**src/rtl/lsu_pkg.sv**
```systemverilog
// Shared definitions for the load/store unit: funct3 codes, FSM encoding,
// and request classification helpers.
package lsu_pkg;

    localparam logic [2:0] F3_B  = 3'd0;
    localparam logic [2:0] F3_H  = 3'd1;
    localparam logic [2:0] F3_W  = 3'd2;
    localparam logic [2:0] F3_BU = 3'd4;
    localparam logic [2:0] F3_HU = 3'd5;

    typedef enum logic [2:0] {
        ST_IDLE = 3'd0,
        ST_RD   = 3'd1,
        ST_CAP  = 3'd2,
        ST_WR   = 3'd3,
        ST_RESP = 3'd4
    } lsu_state_e;

    // Stores only exist as B/H/W; loads reject the unused encodings 3, 6, 7.
    function automatic logic f3_illegal(input logic we, input logic [2:0] f3);
        if (we) begin
            return f3 > F3_W;
        end
        return (f3 == 3'd3) || (f3 == 3'd6) || (f3 == 3'd7);
    endfunction

    // Halfword needs addr[0] = 0, word needs addr[1:0] = 0.
    function automatic logic f3_misaligned(input logic [2:0] f3, input logic [1:0] off);
        case (f3)
            F3_H, F3_HU: return off[0];
            F3_W:        return off != 2'b00;
            default:     return 1'b0;
        endcase
    endfunction

endpackage

```
**src/rtl/lsu_byte_lane.sv**
```systemverilog
// Combinational lane logic: load extract/extend and sub-word store merge.
module lsu_byte_lane
    import lsu_pkg::*;
(
    input  logic [31:0] mem_dout,
    input  logic [15:0] wdata_lo,
    input  logic [1:0]  off,
    input  logic [2:0]  funct3,
    output logic [31:0] load_c,
    output logic [31:0] merge_c
);

    logic [7:0]  byte_c;
    logic [15:0] half_c;

    // Select the addressed lane and extend it according to funct3.
    always_comb begin
        case (off)
            2'd0:    byte_c = mem_dout[7:0];
            2'd1:    byte_c = mem_dout[15:8];
            2'd2:    byte_c = mem_dout[23:16];
            default: byte_c = mem_dout[31:24];
        endcase
        half_c = off[1] ? mem_dout[31:16] : mem_dout[15:0];
        case (funct3)
            F3_B:    load_c = {{24{byte_c[7]}}, byte_c};
            F3_BU:   load_c = {24'd0, byte_c};
            F3_H:    load_c = {{16{half_c[15]}}, half_c};
            F3_HU:   load_c = {16'd0, half_c};
            default: load_c = mem_dout;
        endcase
    end

    // Overlay the store lane onto the word read back from memory.
    always_comb begin
        merge_c = mem_dout;
        case (funct3)
            F3_B: begin
                case (off)
                    2'd0:    merge_c[7:0]   = wdata_lo[7:0];
                    2'd1:    merge_c[15:8]  = wdata_lo[7:0];
                    2'd2:    merge_c[23:16] = wdata_lo[7:0];
                    default: merge_c[31:24] = wdata_lo[7:0];
                endcase
            end
            F3_H: begin
                if (off[1]) merge_c[31:16] = wdata_lo;
                else        merge_c[15:0]  = wdata_lo;
            end
            default: merge_c = mem_dout;
        endcase
    end

endmodule

```
**src/rtl/lsu_mem_ctrl.sv**
```systemverilog
// Load/store unit in front of a word-only, registered-address data memory.
// Optional: define LSU_MISALIGN_TRAP_EN to trap misaligned half/word accesses.
module lsu_mem_ctrl
    import lsu_pkg::*;
#(
    parameter int unsigned ADDRW = 8
) (
    input  logic        clk,
    input  logic        rst_n,
    input  logic        req_valid,
    output logic        req_ready,
    input  logic        req_we,
    input  logic [2:0]  req_funct3,
    input  logic [31:0] req_addr,
    input  logic [31:0] req_wdata,
    output logic        resp_valid,
    input  logic        resp_ready,
    output logic [31:0] resp_data,
    output logic        resp_err,
    output logic        mem_we,
    output logic [31:0] mem_addr,
    output logic [31:0] mem_din,
    input  logic [31:0] mem_dout
);

    lsu_state_e  state_q, state_d;
    logic        we_q, we_d;
    logic [2:0]  f3_q, f3_d;
    logic [1:0]  off_q, off_d;
    logic [15:0] wdata_lo_q, wdata_lo_d;
    logic        req_ready_q, req_ready_d;
    logic        resp_valid_q, resp_valid_d;
    logic [31:0] resp_data_q, resp_data_d;
    logic        resp_err_q, resp_err_d;
    logic        mem_we_q, mem_we_d;
    logic [31:0] mem_addr_q, mem_addr_d;
    logic [31:0] mem_din_q, mem_din_d;

    logic        req_bad_c;
    logic [31:0] load_c;
    logic [31:0] merge_c;
    logic        unused_addr_hi;

    // Address bits above ADDRW never reach the memory.
    assign unused_addr_hi = ^req_addr[31:ADDRW];

    lsu_byte_lane u_lane (
        .mem_dout (mem_dout),
        .wdata_lo (wdata_lo_q),
        .off      (off_q),
        .funct3   (f3_q),
        .load_c   (load_c),
        .merge_c  (merge_c)
    );

    // Classify the incoming request as one that must not touch memory.
    always_comb begin
        req_bad_c = f3_illegal(req_we, req_funct3);
`ifdef LSU_MISALIGN_TRAP_EN
        req_bad_c = req_bad_c | f3_misaligned(req_funct3, req_addr[1:0]);
`endif
    end

    // Next-state and registered-output computation.
    always_comb begin
        state_d      = state_q;
        we_d         = we_q;
        f3_d         = f3_q;
        off_d        = off_q;
        wdata_lo_d   = wdata_lo_q;
        resp_valid_d = resp_valid_q;
        resp_data_d  = resp_data_q;
        resp_err_d   = resp_err_q;
        mem_we_d     = 1'b0;
        mem_addr_d   = mem_addr_q;
        mem_din_d    = mem_din_q;

        case (state_q)
            ST_IDLE: begin
                if (req_valid) begin
                    we_d       = req_we;
                    f3_d       = req_funct3;
                    off_d      = req_addr[1:0];
                    wdata_lo_d = req_wdata[15:0];
                    if (req_bad_c) begin
                        resp_valid_d = 1'b1;
                        resp_err_d   = 1'b1;
                        resp_data_d  = 32'd0;
                        state_d      = ST_RESP;
                    end else begin
                        // Word address is held in mem_addr for RD and WR.
                        mem_addr_d = 32'({req_addr[ADDRW-1:2], 2'b00});
                        if (req_we && (req_funct3 == F3_W)) begin
                            mem_we_d  = 1'b1;
                            mem_din_d = req_wdata;
                            state_d   = ST_WR;
                        end else begin
                            state_d = ST_RD;
                        end
                    end
                end
            end
            ST_RD: begin
                state_d = ST_CAP;
            end
            ST_CAP: begin
                if (we_q) begin
                    mem_din_d = merge_c;
                    mem_we_d  = 1'b1;
                    state_d   = ST_WR;
                end else begin
                    resp_valid_d = 1'b1;
                    resp_data_d  = load_c;
                    resp_err_d   = 1'b0;
                    state_d      = ST_RESP;
                end
            end
            ST_WR: begin
                resp_valid_d = 1'b1;
                resp_data_d  = 32'd0;
                resp_err_d   = 1'b0;
                state_d      = ST_RESP;
            end
            ST_RESP: begin
                if (resp_ready) begin
                    resp_valid_d = 1'b0;
                    state_d      = ST_IDLE;
                end
            end
            default: begin
                state_d = ST_IDLE;
            end
        endcase

        req_ready_d = (state_d == ST_IDLE);
    end

    // State and output registers.
    always_ff @(posedge clk or negedge rst_n) begin
        if (!rst_n) begin
            state_q      <= ST_IDLE;
            we_q         <= 1'b0;
            f3_q         <= 3'd0;
            off_q        <= 2'd0;
            wdata_lo_q   <= 16'd0;
            req_ready_q  <= 1'b1;
            resp_valid_q <= 1'b0;
            resp_data_q  <= 32'd0;
            resp_err_q   <= 1'b0;
            mem_we_q     <= 1'b0;
            mem_addr_q   <= 32'd0;
            mem_din_q    <= 32'd0;
        end else begin
            state_q      <= state_d;
            we_q         <= we_d;
            f3_q         <= f3_d;
            off_q        <= off_d;
            wdata_lo_q   <= wdata_lo_d;
            req_ready_q  <= req_ready_d;
            resp_valid_q <= resp_valid_d;
            resp_data_q  <= resp_data_d;
            resp_err_q   <= resp_err_d;
            mem_we_q     <= mem_we_d;
            mem_addr_q   <= mem_addr_d;
            mem_din_q    <= mem_din_d;
        end
    end

    assign req_ready  = req_ready_q;
    assign resp_valid = resp_valid_q;
    assign resp_data  = resp_data_q;
    assign resp_err   = resp_err_q;
    assign mem_we     = mem_we_q;
    assign mem_addr   = mem_addr_q;
    assign mem_din    = mem_din_q;

endmodule
```
**config.mk**
```make
export PLATFORM = sky130hd
export DESIGN_NAME = lsu_mem_ctrl
export DESIGN_NICKNAME = d
export VERILOG_FILES = /design/src/rtl/lsu_pkg.sv /design/src/rtl/lsu_byte_lane.sv /design/src/rtl/lsu_mem_ctrl.sv
export SDC_FILE = /design/constraint.sdc
export NUM_CORES = 1
export LEC_CHECK = 0
export CORE_UTILIZATION = 45
export CTS_CLUSTER_SIZE = 40
export DETAILED_ROUTE_END_ITERATION = 10
export PLACE_DENSITY = 0.82
export REMOVE_ABC_BUFFERS = 1
export SYNTH_ARGS = -nofsm -noshare
export SYNTH_HDL_FRONTEND = slang
export SYNTH_SLANG_ARGS = --single-unit
```
**constraint.sdc**
```tcl
create_clock -name clk -period 2.4 [get_ports clk]
set_clock_uncertainty 0.05 [all_clocks]
set_input_delay 0.48 -clock clk [delete_from_list [all_inputs] [get_ports clk]]
set_output_delay 0.48 -clock clk [all_outputs]
set_load 0.05 [all_outputs]
```
### Word level (Yosys, flattened, before mapping)

Index checks and enable logic that the tools add are counted.
Widths: inputs -> output; s select.

* register bits after elaboration: 99
* latch bits: 0
* bits in writable memories: 0
* memory bits (read-only): 0
* input bits: 104
* output and inout bits: 100
* word-level logic and storage cells: 90
* memories: 0

* add/sub/neg operators: 0
* multipliers: 0
* div/mod/pow operators: 0
* $lt $le $gt $ge: 1
* equal/unequal tests: 20
* shift-type cells: 0
* mux-type cells: 40
* bitwise operators: 1
* reduce and logical (&&, ||, !) cells: 16

Operators by type and width (number)
* $mux 32: 7
* $pmux 32 s2: 2
* $pmux 32 s4: 1
* $pmux 32 s3: 1
* $mux 16: 3
* $mux 8: 4
* $pmux 8 s3: 1
* $eq 3x3->1 const B: 5
* $pmux 3 s5: 1
* $ne 2x2->1 const B: 7
* $eq 3x2->1 const B: 4
* $mux 1: 12
* $mux 3: 4
* $reduce_and 5->1: 2
* $logic_not 3->1: 3
* $eq 3x1->1 const B: 2
* $pmux 1 s4: 1
* $reduce_and 4->1: 1
* $reduce_bool 4->1: 1
* $gt 3x2->1 const B: 1
* $pmux 1 s3: 1
* $reduce_and 3->1: 1
* $reduce_bool 3->1: 1
* $reduce_or 3->1: 1
* 10 further kinds: 11

### Longest topological paths before layout

Gate-level depths: netlist of run 1.

* depth in word-level cells: 8
* mapped depth: 7
* mapped depth without buffers: 5

### Cells and area by module

A second synthesis of run 1 with hierarchy kept.

* cells, all modules: 619
* area, all modules: 6411.1 µm²

By module, submodules not included
* lsu_mem_ctrl: instances 1, cells an instance 410, area an instance 4858.4 µm²
* lsu_byte_lane: instances 1, cells an instance 209, area an instance 1552.7 µm²

### Worst setup path before layout of run 1

No wires, ideal clock.

* kind: register -> register
* start: register off_q[0]
* end: register resp_data_q[23] (netlist: resp_data[23])
* setup time: 0.126 ns
* data arrival time: 1.944 ns
* path slack: 0.280 ns
* stages on the path, launching flop included: 7
* buffers on the path: 2
* period minus slack after synthesis: 2.120 ns
* cell sequence: dfrtp_1 -> clkbuf_1 -> mux2_2 -> a31oi_1 -> clkbuf_1 -> nor3_1 -> a221o_1

* word-level cells in the longest chain between the ends: 5

RTL lines
* start: declaration: line lsu_mem_ctrl.sv:29 `logic [1:0] off_q, off_d;`
* start signal: assignment: line lsu_mem_ctrl.sv:144 `off_q <= 2'd0;`
* start signal: assignment: line lsu_mem_ctrl.sv:157 `off_q <= off_d;`
* $eq 2x2->1, or another cell as far along: line lsu_byte_lane.sv:18 `case (off)`
* $pmux 8 s3 *: line lsu_byte_lane.sv:18
* $pmux 32 s4 *: line lsu_byte_lane.sv:25 `case (funct3)`
* $mux 32 *: line lsu_mem_ctrl.sv:107 `if (we_q) begin`
* $pmux 32 s3 *: line lsu_mem_ctrl.sv:78 `case (state_q)`
* end signal: assignment: line lsu_mem_ctrl.sv:161 `resp_data_q <= resp_data_d;`
* end: declaration: line lsu_mem_ctrl.sv:33 `logic [31:0] resp_data_q, resp_data_d;`

Every way passes the cells marked *; elsewhere a longest branch is shown, timed or not. The select of a mux whose other input is x is not followed.
A chain may end at the register's enable or synchronous reset.

### Worst setup path in the final report of run 1

* start: register req_ready_q (netlist: req_ready)
* end: output req_ready

RTL lines
* start: declaration: line lsu_mem_ctrl.sv:31 `logic req_ready_q, req_ready_d;`
* start signal: assignment: line lsu_mem_ctrl.sv:159 `req_ready_q <= req_ready_d;`
* end: declaration: line lsu_mem_ctrl.sv:11 `output logic req_ready,`

No word-level cell between the ends.

==> summary.txt, run 1 <==
Timing
  • Worst Setup Slack, final: slightly above 0.2 ns
  • Slew HR: a little over half
  • RSZ-0062 raised after global routing: false
  • F_max: roughly 460 MHz
  • Final Hold Viols: 0
  • Worst Tran Pin Value: 0.7074 ns
  • Final-report setup violation count: 0
  • Fin crit period: roughly 2.2 ns
  • Max Slew Vio Count: 0
  • Part of the cycle the worst path needs: 91.53%

Synth
  • Mapped Cells: approximately 600
  • Post-synthesis async set-or-reset flop share: between 90% and 100%
  • Seq/Total Area, Yosys: 46.03%
  • Post-Synth XOR/XNOR Area: 0%
  • Main synth FF type: dfrtp_1
  • Synth Area in Compound Gates: between 10% and 20%
  • Synth warn: 0
  • Post-synthesis mux area share: approximately 6.5%
  • Main combinational cell family by area after synthesis: simple AND/OR/NAND/NOR gates
  • Netlist cell types: 50
  • Adder-Cell Fraction of Synth Area: 0%
  • Yosys reg bits: 99
  • Synth Area per Inst: approximately 8.9 um2
  • EDFF count, synth: 0
  • Mapped cell area: approximately 5400 um2
  • Post-Synth Simple-Gate Area: between 20% and 30%

Setup path
  • Crit Path Max Fanout: 1
  • CP cell instances: clkdlybuf4s50_1
  • Worst reg2reg setup slack: approximately 0.24 ns
  • Critical path endpoint category: output port
  • Buf/Inv on CP: 1
  • Setup crit start kind: flip-flop
  • Critical path's slowest cell: clkdlybuf4s50_1
  • Largest stage delay, worst path: 0.80 ns
  • Delay-heaviest family, CP: buffers and inverters
  • Data arrival time of the critical path: roughly 1.7 ns
  • Required @ worst endpoint: around 1.9 ns
  • CP Class: flip-flop to output port

Clock tree
  • CTS Root Cell: clkbuf_16
  • Cts bufs inserted: 9
  • Post-CTS setup buffers: 0
  • Number of H-tree levels: 3
  • Clock transition at the registers of the reported paths: approximately 0.06 ns
  • Total clock sinks: 99
  • TritonCTS clock tree: yes
  • Maximum root-to-sink buffer count: 2
  • Later-pin clock latency in the skew report: between 0.3 and 0.4 ns

GRT
  • Initial antenna violation count: 0
  • Grt total ovfl: 0
  • Largest net degree at the start of global routing: 55
  • Vias in the first global route: 5414
  • Total Routing Usage GR: around 30%
  • First-pass GRT wire length: around 28000 um

Routing
  • Routed Antenna Nets: 0
  • Via-to-Cell Ratio: roughly 6
  • Detailed Route WL: between 15000 and 20000 um
  • DR DRC count: 26
  • WL/cell: around 19 um
  • DRT iter0 DRCs: about 630
  • Initial DRT Pass Iterations: 9
  • Via count: between 5000 and 6000

Pwr
  • Leak pwr: around 3.2 nW
  • Final total power: roughly 11 mW
  • IR drop worst, VDD: 0.0009517 V
  • Power per cell area: 1498 nW/um2

Floorplanning
  • Rows: 39
  • Die height: 111.4 um
  • Starting density of the core: between 40% and 50%
  • Die Wd: about 110 um
  • Core area: about 12000 um2
  • Die Area: about 12000 um2
  • IO Count: ~200

Placement
  • DP Cell Count: about 900
  • Placed Area: 7092 um2
  • Number of buffers added on ports: 153
  • Final Wtd Congestion: ~1
  • Pre-CTS setup slack: -0.1306 ns
  • Dpl hpwl: ~13000 um

Layout
  • Ant. Diodes: 0
  • NumNets Final: ~860
  • Area delta synth->final: 36.97%
  • Post-route insts no fill: 907
  • Layout cells sized above 1: approximately 9%
  • Most frequent cells in the layout: clkdlybuf4s50_1 (152), nand2_1 (121), dfrtp_1 (98)
  • Design area: between 7000 and 8000 um2
  • Finished Core Util: between 60% and 70%
  • Commonest non-fill, non-tap cell in the layout: clkdlybuf4s50_1

Status
  • Violated checks: design-rule violations
  • Outcome: finished with violations

Job
  • Max-cap viol count: 0

Worst hold path
  • HP Class: flip-flop to flip-flop
-- through the flow --
| stage | hold slack [ns] | TNS, ns |
|---|---|---|
| after floorplan | 0.1344 | -27.64 |
| after global placement | 0.2972 | -2.415 |
| after detailed placement | 0.3006 | -2.847 |
| after CTS | 0.4322 | 0 |
| after global routing | 0.4523 | 0 |
| final | 0.4284 | 0 |
-- metal layers --
layer	routed length, um	GRT usage (%)	part of all wire, %	vias up
met5	0	0	0	-
met3	1659	7.730	9.5	52
met2	8153	45.92	47	320
li1	-	-	-	2420
met1	7044	37.53	40	2551
met4	656	13.69	3.7	0
-- worst paths after layout --
check / cells after the start / start / to
worst max-delay path: 1 / req_ready$_DFF_PN1_ / req_ready
worst min-delay path: 2 / resp_data[11]$_DFFE_PN0P_ / resp_data[11]$_DFFE_PN0P_
worst max register to register: 5 / off_q[1]$_DFFE_PN0P_ / resp_data[11]$_DFFE_PN0P_
worst min register to register: 2 / resp_data[11]$_DFFE_PN0P_ / resp_data[11]$_DFFE_PN0P_
max in group asynchronous: 3 / rst_n / resp_data[4]$_DFFE_PN0P_
min in group asynchronous: 2 / rst_n / state_q[1]$_DFF_PN0_
-- flip-flops by register name, indices dropped and copies added, names as in the netlist --
name / cells
f3_q: 3
resp_data: 32
resp_valid: 1
mem_addr: 6
mem_we: 1
resp_err: 1
state_q: 3
req_ready: 1
we_q: 1
mem_din: 32
off_q: 2
wdata_lo_q: 16
-- area by class of cell --
cell class / count / area, um2
clock buffers: 14 / 264.0
clock inverters: 2 / 10.01
fillers: 956 / 4140
inverters: 6 / 22.52
multi-input cells: 452 / 2580
flip-flops and latches: 99 / 2479
well taps: 143 / 178.9
repair buffers: 191 / 1842
-- Yosys cell counts (8+ instances only) --
library cell / count / area share [%]
a221o_1: 17 / 3.2
mux2i_1: 25 / 4.6
dfrtp_1: 98 / 46
a211oi_1: 8 / 1.1
nor2_1: 45 / 3.1
buf_4: 26 / 3.6
o211ai_1: 17 / 2.4
clkbuf_1: 32 / 2.2
nor3_1: 44 / 4.1
a21oi_1: 26 / 2.4
nand3_1: 19 / 1.8
buf_2: 9 / 0.84
or3_1: 13 / 1.5
nand2_1: 121 / 8.4
o221ai_1: 9 / 1.5
o21ai_0: 21 / 2.0
-- report_power, final --
group	switching [mW]	total, mW	leakage, nW	internal [mW]
registers	0.626	3.07	1.23	2.44
clock network	0.607	1.36	0.137	0.758
logic	4.30	6.62	1.85	2.31
-- kinds of logic after synthesis --
family                 count (synthesis)
DFF                                   99
and+or+nand+nor                      264
other                                  1
muxes                                 33
AOI/OAI and AO/OA                    129
buffers and inverters                 77
-- repair_timing --
item	in CTS	in global routing
hold buffers	1	0
gates resized for setup	0	0
hold endpoints to repair	12	0
No activity file was read; power rests on OpenSTA's default activity.
==> run 2, diff against run 1 <==
Clock period 2.4 ns to 2.21 ns, I/O delays scaled along.
==> summary.txt, run 2 (synthesis results as in run 1) <==
Timing
  • Worst Tran Pin Value: 0.6025 ns (-0.1050 ns)
  • Worst Setup Slack, final: 0.07475 ns (-0.1285 ns)
  • Max Slew Vio Count: 0 (unchanged)
  • Fin crit period: ~2.1 ns
  • F_max: approximately 470 MHz
  • Final-report setup violation count: 0 (unchanged)
  • Part of the cycle the worst path needs: a little over nine tenths
  • Slew HR: 59.57% (+6.7 points)
  • RSZ-0062 raised after global routing: false
  • TNS Setup: 0 ns (unchanged)
  • Final Hold Viols: 0 (unchanged)

Setup path
  • Required @ worst endpoint: 2.38 ns (+0.51 ns)
  • Critical path's slowest cell: clkdlybuf4s50_1
  • Critical path endpoint category: flip-flop
  • Crit Path Max Fanout: 22 (+21)
  • Largest stage delay, worst path: 0.48 ns (-0.32 ns)
  • Data arrival time of the critical path: 2.31 ns (+0.64 ns)
  • Delay-heaviest family, CP: compound AO/OA/AOI/OAI gates
  • Setup crit start kind: input pin
  • CP cell instances: clkdlybuf4s50_1 -> or4b_1 -> o32a_1 -> buf_12 -> a221o_1
  • CP Class: input pin to flip-flop
  • Buf/Inv on CP: 2 (+1)
  • Worst reg2reg setup slack: 0.13 ns (-0.11 ns)

Routing
  • DRT iter0 DRCs: 525 (-16%)
  • Via count: 5511 (+3.1%)
  • Via-to-Cell Ratio: 6.016 (+2.1%)
  • WL/cell: 19.55 um (+1.2%)
  • Routed Antenna Nets: 0 (unchanged)
  • Initial DRT Pass Iterations: 9 (unchanged)
  • DR DRC count: 26 (unchanged)
  • Detailed Route WL: 17910 um (+2.2%)

GRT
  • M2 GR Usage: 47.54% (+1.6 points)
  • Met1 Usage GRT: 38.65% (+1.1 points)
  • First-pass GRT wire length: 28720 um (+1.8%)
  • Most Crowded Layer GR: met2
  • Total Routing Usage GR: 29.55% (+0.42 points)
  • Largest net degree at the start of global routing: 38 (-31%)
  • Vias in the first global route: 5484 (+1.3%)
  • Initial antenna violation count: 0 (unchanged)
  • Grt total ovfl: 0 (unchanged)
  • GRT met3 Usage: 6.042% (-1.7 points)

Floorplanning
  • Die height: 111.4 um (unchanged)
  • Die Wd: 111.4 um (unchanged)
  • Core area: 11520 um2 (unchanged)
  • Rows: 39 (unchanged)
  • Starting density of the core: 46.76% (unchanged)
  • Die Area: 12410 um2 (unchanged)
  • IO Count: 204 (unchanged)

Clock tree
  • Total clock sinks: 99 (unchanged)
  • Number of H-tree levels: 3 (unchanged)
  • TritonCTS clock tree: yes
  • Later-pin clock latency in the skew report: 0.35 ns (about the same)
  • Cts bufs inserted: 9 (unchanged)
  • Clock transition at the registers of the reported paths: 0.07 ns (about the same)
  • Maximum root-to-sink buffer count: 2 (unchanged)
  • CTS Root Cell: clkbuf_16
  • # hold bufs at CTS: 0 (-1)
  • Post_cts resized: 0 (unchanged)

Status
  • Outcome: finished with violations
  • Violated checks: design-rule violations

Pwr
  • Power per cell area: 1626 nW/um2 (+8.5%)
  • IR drop worst, VDD: 0.0009660 V (+1.5%)
  • Leak pwr: 3.253 nW (+1.2%)

Layout
  • Design area: 7433 um2 (+0.78%)
  • Finished Core Util: 64.55% (+0.50 points)
  • Commonest non-fill, non-tap cell in the layout: clkdlybuf4s50_1
  • Area delta synth->final: 38.03%
  • NumNets Final: 872 (+1.0%)
  • Ant. Diodes: 0 (unchanged)
  • Layout cells sized above 1: 10.35% (+1.6 points)
  • Most frequent cells in the layout: clkdlybuf4s50_1 (151), nand2_1 (121), dfrtp_1 (98)

Job
  • Max-cap viol count: 0 (unchanged)

Worst hold path
  • HP Class: input pin to async pin

Placement
  • Placed Area: 7152 um2 (+0.85%)
  • Dpl hpwl: 13260 um (+2.5%)
  • Pre-CTS setup slack: -0.3071 ns (-0.1765 ns)
  • Final Wtd Congestion: 0.9925 (+0.36%)
  • Number of buffers added on ports: 153 (unchanged)
[run 2: cell types whose count changed in the layout (fill, tap and decap cells not counted)]
cell | previous run | this run
clkinvlp_4 | 0 | 2
buf_4 | 36 | 48
clkbuf_1 | 3 | 1
dlygate4sd3_1 | 1 | 0
clkdlybuf4s50_1 | 152 | 151
buf_12 | 2 | 1
[run 2: final timing paths]
kind / cells after the start / from / to
setup / recovery: 5 / req_valid / resp_data[19]$_DFFE_PN0P_
hold / removal: 1 / rst_n / resp_data[10]$_DFFE_PN0P_
setup reg to reg: 6 / state_q[0]$_DFF_PN0_ / resp_data[7]$_DFFE_PN0P_
hold reg to reg: 2 / resp_data[14]$_DFFE_PN0P_ / resp_data[14]$_DFFE_PN0P_
max in group asynchronous: 2 / rst_n / mem_din[9]$_DFFE_PN0P_
min in group clk: 2 / resp_data[14]$_DFFE_PN0P_ / resp_data[14]$_DFFE_PN0P_
[run 2: area by class of cell]
| class | instances | area (um2) |
|---|---|---|
| timing repair buffer | 200 | 1892 |
| inverter | 6 | 22.52 |
| multi-input combinational | 452 | 2580 |
| sequential | 99 | 2479 |
| tap | 143 | 178.9 |
| clock buffer | 12 | 256.5 |
| fill | 957 | 4083 |
| clock inverter | 4 | 25.02 |
[run 2: what timing repair did]
item | in CTS | in global routing
setup endpoints to repair | 0 | 9
buffers inserted | 0 | 0
endpoints found under the hold margin | 0 | 0
[run 2: stage by stage]
stage	cells	hold WS, ns	total power, mW
after detailed placement	900	0.3867	10.50
final	916	0.002221	12.08
after floorplan	557	0.09641	7.756
after CTS	916	0.01272	12.06
after global routing	916	0.03042	12.70
after global placement	900	0.3748	10.28
[run 2: where the power goes]
part	switching [mW]	internal (mW)	total [mW]
clock	0.691	0.822	1.51
combinational	4.69	2.53	7.23
sequential	0.690	2.65	3.34
total	6.08	6.01	12.1
[run 2: routing by layer]
metal / vias to the layer above / share of wire (%)
li1: 2446 / -
met1: 2663 / 40
met2: 347 / 47
met3: 55 / 9.5
met4: 0 / 3.7
met5: - / 0
[run 2: worst reg2reg max path, cell delays in order, from the launching register on]
cell and delay [ns]:
dfrtp_1 0.38, buf_4 0.17, or3b_1 0.60, nor2_1 0.18, buf_4 0.24, o21ai_0 0.12, o31ai_1 0.25
==> run 3, diff against run 2 <==
Settings changed: GPL_TIMING_DRIVEN from default to 1, MAX_ROUTING_LAYER from default to met4.
==> summary.txt, run 3 (synthesis results as in run 1) <==
Timing
  • Max Slew Vio Count: 0 (unchanged)
  • Fin Hold WS: 0.006859 ns (+0.004638 ns)
  • Slew HR: 64.64% (+5.1 points)
  • RSZ-0062 raised after global routing: false
  • F_max: 474.6 MHz (+1.3%)
  • Final-report setup violation count: 0 (unchanged)
  • Final Hold Viols: 0 (unchanged)
  • Part of the cycle the worst path needs: 95.35% (-1.3 points)
  • Worst Tran Pin Value: 0.5292 ns (-0.07328 ns)
  • Fin crit period: 2.107 ns (-0.02803 ns)
  • TNS Setup: 0 ns (unchanged)

Layout
  • Ant. Diodes: 0 (unchanged)
  • Commonest non-fill, non-tap cell in the layout: clkdlybuf4s50_1
  • Most frequent cells in the layout: clkdlybuf4s50_1 (151), nand2_1 (121), dfrtp_1 (98)
  • NumNets Final: 873 (+0.11%)
  • Post-route insts no fill: 916 (unchanged)
  • Area delta synth->final: 38.73%
  • Finished Core Util: 64.87% (+0.33 points)
  • Layout cells sized above 1: 10.35% (unchanged)

GRT
  • Total Routing Usage GR: 30.32% (+0.77 points)
  • Grt total ovfl: 0 (unchanged)
  • Initial antenna violation count: 0 (unchanged)
  • First-pass GRT wire length: 28650 um (-0.26%)
  • Largest net degree at the start of global routing: 41 (+7.9%)
  • Vias in the first global route: 5467 (-0.31%)

Routing
  • Routed Antenna Nets: 0 (unchanged)
  • Initial DRT Pass Iterations: 9 (unchanged)
  • WL/cell: 19.14 um (-2.1%)
  • DR DRC count: 26 (unchanged)
  • DRT iter0 DRCs: 485 (-7.6%)
  • Via-to-Cell Ratio: 5.980 (-0.60%)
  • Detailed Route WL: 17540 um (-2.1%)
  • Via count: 5478 (-0.60%)

Setup path
  • Largest stage delay, worst path: 0.47 ns (about the same)
  • Data arrival time of the critical path: 2.28 ns (-0.03 ns)
  • Required @ worst endpoint: 2.38 ns (about the same)
  • CP cell instances: clkdlybuf4s50_1 -> or4b_1 -> o32a_1 -> buf_12 -> a221o_1
  • CP Class: input pin to flip-flop
  • Worst reg2reg setup slack: 0.18 ns (+0.05 ns)
  • Setup crit start kind: input pin
  • Critical path endpoint category: flip-flop
  • Crit Path Max Fanout: 20 (-9.1%)
  • Critical path's slowest cell: clkdlybuf4s50_1

Placement
  • Dpl hpwl: 12960 um (-2.3%)
  • DP Cell Count: 901 (+0.11%)
  • Final Wtd Congestion: 1.012 (+2.0%)
  • Number of buffers added on ports: 153 (unchanged)

Job
  • Max-cap viol count: 0 (unchanged)

Clock tree
  • # hold bufs at CTS: 0 (unchanged)
  • Later-pin clock latency in the skew report: 0.34 ns (about the same)
  • Number of H-tree levels: 3 (unchanged)
  • Clock transition at the registers of the reported paths: 0.07 ns (about the same)
  • TritonCTS clock tree: yes
  • Cts bufs inserted: 9 (unchanged)
  • Total clock sinks: 99 (unchanged)
  • CTS Root Cell: clkbuf_16
  • Maximum root-to-sink buffer count: 2 (unchanged)

Worst hold path
  • HP Class: input pin to async pin

Floorplanning
  • Rows: 39 (unchanged)
  • Die height: 111.4 um (unchanged)
  • IO Count: 204 (unchanged)
  • Starting density of the core: 46.76% (unchanged)
  • Core area: 11520 um2 (unchanged)
  • Die Area: 12410 um2 (unchanged)
  • Die Wd: 111.4 um (unchanged)

Pwr
  • Power per cell area: 1627 nW/um2 (+0.11%)
  • Final total power: 12.16 mW (+0.61%)
  • Leak pwr: 3.274 nW (+0.66%)
  • IR drop worst, VDD: 0.0009451 V (-2.2%)

Status
  • Outcome: finished with violations
  • Violated checks: design-rule violations
## run 3: cell type report
type / instances / area, um2
Clock buffer: 13 / 260.3
Clock inverter: 2 / 35.03
Fill cell: 960 / 4045
Inverter: 6 / 22.52
Multi-Input combinational cell: 452 / 2584
Sequential cell: 99 / 2479
Tap cell: 143 / 178.9
Timing Repair Buffer: 201 / 1912
## run 3: what timing repair did
| item | CTS | global route |
|---|---|---|
| gates resized for setup | 0 | 1 |
| buffers inserted | 0 | 0 |
| setup endpoints to repair | 0 | 8 |
## run 3: worst max-delay path, delay by kind of cell
family                 cells  cell delay (ns)
AO/OA/AOI/OAI              2             0.71
buffers and inverters      2             0.65
AND/OR/NAND/NOR            1             0.47
## run 3: per-layer routing
metal / part of all wire [%] / routed length, um / global-route usage [%] / up-vias
met4: 3.8 / 658 / 13.33 / 0
met2: 47 / 8162 / 46.50 / 346
met1: 41 / 7241 / 39.88 / 2630
met5: 0 / 0 / - / -
met3: 8.4 / 1473 / 4.845 / 57
li1: - / - / - / 2445
## run 3: through the flow
stage	setup slack (ns)	cell area, um2
final	0.1028	7471
after global routing	0.02689	7471
after CTS	0.06714	7467
after detailed placement	-0.2943	7172
after global placement	-0.2686	7172
after floorplan	-1.164	5074
## run 3: path summary, 6_finish.rpt
kind | startpoint | end | cells past startpoint
worst max register to register | off_q[1]$_DFFE_PN0P_ | mem_din[25]$_DFFE_PN0P_ | 5
min in group clk | resp_data[0]$_DFFE_PN0P_ | resp_data[0]$_DFFE_PN0P_ | 2
worst min register to register | resp_data[0]$_DFFE_PN0P_ | resp_data[0]$_DFFE_PN0P_ | 2
worst min-delay path | rst_n | resp_err$_DFFE_PN0P_ | 1
max in group asynchronous | rst_n | mem_din[28]$_DFFE_PN0P_ | 2
worst max-delay path | req_valid | resp_data[31]$_DFFE_PN0P_ | 5
## run 3: where the power goes
part	leakage (nW)	total [mW]	internal [mW]	switching [mW]
clock	0.146	1.59	0.933	0.655
combinational	1.90	7.24	2.56	4.68
sequential	1.23	3.33	2.65	0.677
total	3.27	12.2	6.15	6.01
